`src/rtl/float_argmax_seq.sv`:
```
// float_argmax_seq: streams a float32 vector through one shared A>=B comparator and
// returns the maximum value and the index of its first occurrence.
// Latency: out_valid in the cycle after the last accepted beat; a zero-length vector
// gives out_valid in the cycle after start.
// Backpressure: in_ready is high only in RUN (in_valid low stalls at no cost); the
// result is held in DONE until out_ready.
//
// Ports:
//   clk, rst          clock, asynchronous active-high reset
//   start, len        begin a vector of len elements (sampled in IDLE only)
//   abort             synchronous cancel back to IDLE; result registers hold
//   in_valid/in_ready/in_data   element stream, one element per handshake
//   out_valid/out_ready         result handshake
//   max_val, max_idx  maximum element bit pattern and its first index
//   busy              high in any state other than IDLE

// float_compare: combinational IEEE-754 single-precision A >= B.
// Latency: none (pure combinational).
// Backpressure: none.
//
// Ordering is sign, then exponent, then mantissa. +0 ranks above -0 because
// the sign is decided first, and NaNs fall into place by their bit pattern.
module float_compare (
  input  logic [31:0] a,
  input  logic [31:0] b,
  output logic        ge
);

  always_comb begin
    ge = 1'b0;
    if (a[31] != b[31]) begin
      // Different signs: the non-negative operand is the larger one.
      ge = ~a[31];
    end else if (!a[31]) begin
      // Both positive: exponent:mantissa compares as an unsigned integer.
      ge = (a[30:0] >= b[30:0]);
    end else begin
      // Both negative: larger magnitude means smaller value.
      ge = (a[30:0] <= b[30:0]);
    end
  end

endmodule

module float_argmax_seq #(
  parameter int IDX_W = 8
) (
  input  logic             clk,
  input  logic             rst,
  input  logic             start,
  input  logic [IDX_W-1:0] len,
  input  logic             abort,
  input  logic             in_valid,
  output logic             in_ready,
  input  logic [31:0]      in_data,
  output logic             out_valid,
  input  logic             out_ready,
  output logic [31:0]      max_val,
  output logic [IDX_W-1:0] max_idx,
  output logic             busy
);

  localparam logic [31:0] NEG_INF = 32'hFF80_0000;

  typedef enum logic [1:0] {
    IDLE = 2'd0,
    RUN  = 2'd1,
    DONE = 2'd2
  } state_t;

  state_t           state;
  logic [IDX_W-1:0] cnt;
  // Index of the final element, captured at start so the end-of-vector test
  // is a plain equality against cnt.
  logic [IDX_W-1:0] last_idx;

  logic             cmp_ge;
  logic             beat;

  // The single shared comparator: running maximum against the incoming element.
  float_compare u_cmp (
    .a  (max_val),
    .b  (in_data),
    .ge (cmp_ge)
  );

  // Handshake outputs come straight from the state register, so there is no
  // combinational path from any input to in_ready or out_valid.
  assign in_ready  = (state == RUN);
  assign out_valid = (state == DONE);
  assign busy      = (state != IDLE);

  assign beat = in_ready & in_valid;

  always_ff @(posedge clk or posedge rst) begin
    if (rst) begin
      state    <= IDLE;
      cnt      <= '0;
      last_idx <= '0;
      max_val  <= 32'h0;
      max_idx  <= '0;
    end else if (abort) begin
      // Cancel wins over start, beats and the result handshake; the result
      // registers deliberately keep whatever they held.
      state <= IDLE;
    end else begin
      case (state)
        IDLE: begin
          if (start) begin
            if (len != '0) begin
              last_idx <= len - 1'b1;
              cnt      <= '0;
              state    <= RUN;
            end else begin
              // Empty vector: report -inf at index 0 without entering RUN.
              max_val <= NEG_INF;
              max_idx <= '0;
              state   <= DONE;
            end
          end
        end

        RUN: begin
          if (beat) begin
            // First element seeds the maximum; later ones replace it only
            // when strictly greater (comparator says max_val < in_data), so
            // ties keep the earlier index.
            if ((cnt == '0) || !cmp_ge) begin
              max_val <= in_data;
              max_idx <= cnt;
            end
            cnt <= cnt + 1'b1;
            if (cnt == last_idx) begin
              state <= DONE;
            end
          end
        end

        DONE: begin
          if (out_ready) begin
            state <= IDLE;
          end
        end

        default: begin
          state <= IDLE;
        end
      endcase
    end
  end

endmodule
```
`config.mk`:
```
export PLATFORM = sky130hd
export DESIGN_NAME = float_argmax_seq
export DESIGN_NICKNAME = d
export VERILOG_FILES = /design/src/rtl/float_argmax_seq.sv
export SDC_FILE = /design/constraint.sdc
export NUM_CORES = 1
export LEC_CHECK = 0
export BUFFER_PORTS_ARGS = -buffer_cell sky130_fd_sc_hd__buf_2
export CAP_MARGIN = 20
export CORE_ASPECT_RATIO = 1.5
export CORE_MARGIN = 5
export CORE_UTILIZATION = 24
export DETAILED_ROUTE_END_ITERATION = 8
export HOLD_SLACK_MARGIN = 0.02
export SLEW_MARGIN = 30
export SYNTH_ARGS = -nofsm -noshare
export SYNTH_HDL_FRONTEND = slang
export SYNTH_SLANG_ARGS = --single-unit
```
`constraint.sdc`:
```
create_clock -name clk -period 3.5 [get_ports clk]
set_input_delay 0.35 -clock clk [delete_from_list [all_inputs] [get_ports clk]]
set_output_delay 0.35 -clock clk [all_outputs]
set_load 0.02 [all_outputs]
```
==> key figures <==
Critical path
  – Worst path depth: 9
  – Crit-path max cell delay: 0.55 ns
  – CP max stage cell: nor4_1
  – Crit end category: flop
  – CP Launch Point: max_val[12]
  – Delay-heaviest family, CP: compound AO/OA/AOI/OAI gates
  – Crit path DAT: 3.32 ns
  – Reg2reg start: max_val[12]
  – R2r setup slk: 0.43 ns
  – Critical-path cell list: ha_1 > nand4_1 > nor4_1 > a211oi_1 > a21oi_1 > o31ai_2 > o21ai_4 > buf_4 > mux2i_1
  – WP data required: 3.75 ns
  – FF-to-FF path depth: 9
  – CP Capture Point: max_val[0]
  – CP Max Fanout: 19
  – Worst path bufs/invs: 1
  – Crit path launch type: flop
  – RR Endpoint: max_val[0]
  – Critical path class: reg2reg

Worst hold path
  – Worst min path class: in2async

Logic synthesis
  – Async S/R FF share, synth: 100%
  – Number of synthesized flops with an enable pin: 0
  – Post-synthesis sequential area ratio: 38.7%
  – Yosys Warn Count: 0
  – Syn Nets: 454
  – Post-Syn Area: 3750 um^2
  – #FFs+latches synth: 58
  – Cells after Synth: 373
  – Avg Inst Size Synth: 10.1 um^2
  – Cell variety after synth: 50
  – Ys flop type: dfrtp_1

Power
  – Leak Pwr: 0.00225 uW
  – Pwr per Cell Area: 557 nW/um^2
  – Maximum VDD drop: 0.191 mV

Drt
  – DR vias: 3,064
  – Detailed-route wire length: 9960 um
  – DRT antenna net count: 0
  – DRT Pass-1 Iters: 4
  – Vias/cell: 4.58
  – DRC Markers: 0
  – Drt wl/cell: 14.9 um
  – DR iter-0 viols: 122

Floorplan
  – Chip height: 163 um
  – Initial cell density of the core: 24.2%
  – Chip Width: 112 um
  – Core Area: 15,500 um^2
  – Row count: 56
  – # IOs: 89
  – Die area: 18,300 um^2

Timing
  – Layout Skew: 0.00650 ns
  – Final setup fails: 0
  – Unrepaired setup endpoints after global routing: false
  – Fin crit share: 87.6%
  – Final Hold Viols: 0
  – Worst Tran Pin Value: 0.765 ns
  – Slew headroom: 49.0%
  – Final Max Tran Viols: 0
  – TNS Setup: 0 ns
  – Tmin final: 3.07 ns
  – Tightest hold margin: 0.0905 ns
  – Fmax: 0.326 GHz

Final layout
  – Antenna Cells: 0
  – Nets: 543
  – Final Non-Filler Cells: 669
  – Fin util: 30.3%
  – Fraction of layout cells with a size suffix above 1: 32.4%
  – Area growth from synthesis to layout: 25.0%

Clock tree
  – Clk buf depth: 2
  – CTS tree: built
  – CTS clk-pin slew, worst paths: 0.05 ns
  – CTS sink count: 58
  – Cts hold-fix bufs: 0
  – H-tree depth: 3
  – Post CTS Setup Buffer Count: 0
  – Num CTS Buffers: 9
  – PostCTS Resize Cnt: 0
  – Worst skew pair latency: 0.33 ns
  – Root Driver: clkbuf_16

Global route
  – Grt ovf: 0
  – Initial antenna violation count: 0
  – Largest net degree at the start of global routing: 45
  – Number of global-route vias before repair: 3,185
  – First-pass GRT wire length: 16,200 um
  – Tot GR Track Use: 11.2%

Place
  – RePlAce Congestion: 0.799
  – Post-DP HPWL: 7790 um
  – Dpl cells: 654
  – IO buf count: 88

Status
  – Status: finished clean

Job
  – MaxCap Viol Count: 0
## worst reg2reg max path: stages (launching register included)
cell and delay [ns]:
dfrtp_1 0.41, ha_1 0.33, nand4_1 0.14, nor4_1 0.55, a211oi_1 0.12, a21oi_1 0.27, o31ai_2 0.14, o21ai_4 0.43
buf_4 0.39, mux2i_1 0.22
## cell type report
cell class	count	area (um^2)
Inverter	39	149
Clock inverter	2	35.0
Tap cell	203	254
Fill cell	1630	10800
Clock buffer	13	270
Multi-Input combinational cell	258	2030
Timing Repair Buffer	96	500
Sequential cell	58	1450
## flip-flops by register name, indices dropped and copies added (netlist names)
name and cells:
cnt 8, last_idx 8, max_idx 8, max_val 32
state 2
## power by group
group | total (uW) | switching [uW] | internal [uW]
logic | 798 | 445 | 353
clock network | 900 | 296 | 603
registers | 915 | 124 | 792
## routing by layer
metal	vias up	GRT usage, %	wire (um)
met3	11	3.11	523
met1	1469	12.2	3880
li1	1513	-	-
met2	71	20.5	5410
met5	-	0	0
met4	0	4.16	143
## metrics by stage
stage	cell area (um^2)	power (uW)	setup WS, ns
finish	4690	2610	0.433
global placement	4380	1720	0.427
global route	4690	2790	0.111
CTS	4690	2660	0.328
floorplan	3750	1480	0.938
detailed placement	4390	1740	0.275
## placed cells by master (no fill, tap or decap), drive strengths merged, types with 4 or more instances in the layout
master and instances:
dfrtp 58, a21oi 31, xnor2 11, buf 96
nand2 26, a22o 6, nor3 4, xor2 7
inv 39, o21ai 10, o2bb2ai 24, nand4 10
clkbuf 13, ha 35, mux2 8, nor2 24
a211oi 4, nand3 28
## cell usage after synthesis, types with 2 or more instances
library cell	number	area share (%)
and2_1	3	0.50
clkbuf_1	10	1.0
o2bb2ai_1	4	0.93
nand3_1	28	3.7
mux2_4	7	2.8
nor2_1	23	2.3
nand4_1	9	1.5
dfrtp_1	58	39
inv_1	39	3.9
buf_4	2	0.40
a22o_1	6	1.4
xor2_1	7	1.6
nor2b_1	2	0.33
nor4b_1	2	0.47
nand3b_1	2	0.40
o2bb2ai_2	20	8.0
nor4_1	2	0.33
or3_1	2	0.33
buf_2	3	0.40
a211oi_1	4	0.80
nor3_1	4	0.53
nand2_1	26	2.6
ha_1	35	12
xnor2_1	11	2.6
a21oi_1	30	4.0
buf_12	3	1.6
o21ai_0	8	1.1
## how the worst min path moves through the flow
stage                          start           to  slack, ns
after floorplan                abort     state[1]       0.42
after global placement    max_idx[2]   max_idx[2]       0.49
after detailed placement         rst     state[1]       0.46
after CTS                        rst  last_idx[1]       0.11
after global routing             rst     state[0]       0.14
final                            rst     state[1]       0.09
## cells by family after synthesis
kind of cell,Yosys count,synth area share (%)
AO/OA/AOI/OAI,87,20.4
XOR/XNOR,18,4.20
adder cells (fa/ha/maj),35,11.7
buffers and inverters,57,7.30
flip-flops,58,38.7
multiplexers,9,3.37
AND/OR/NAND/NOR,109,14.4
Note: power is estimated with default switching activity, not from simulation.
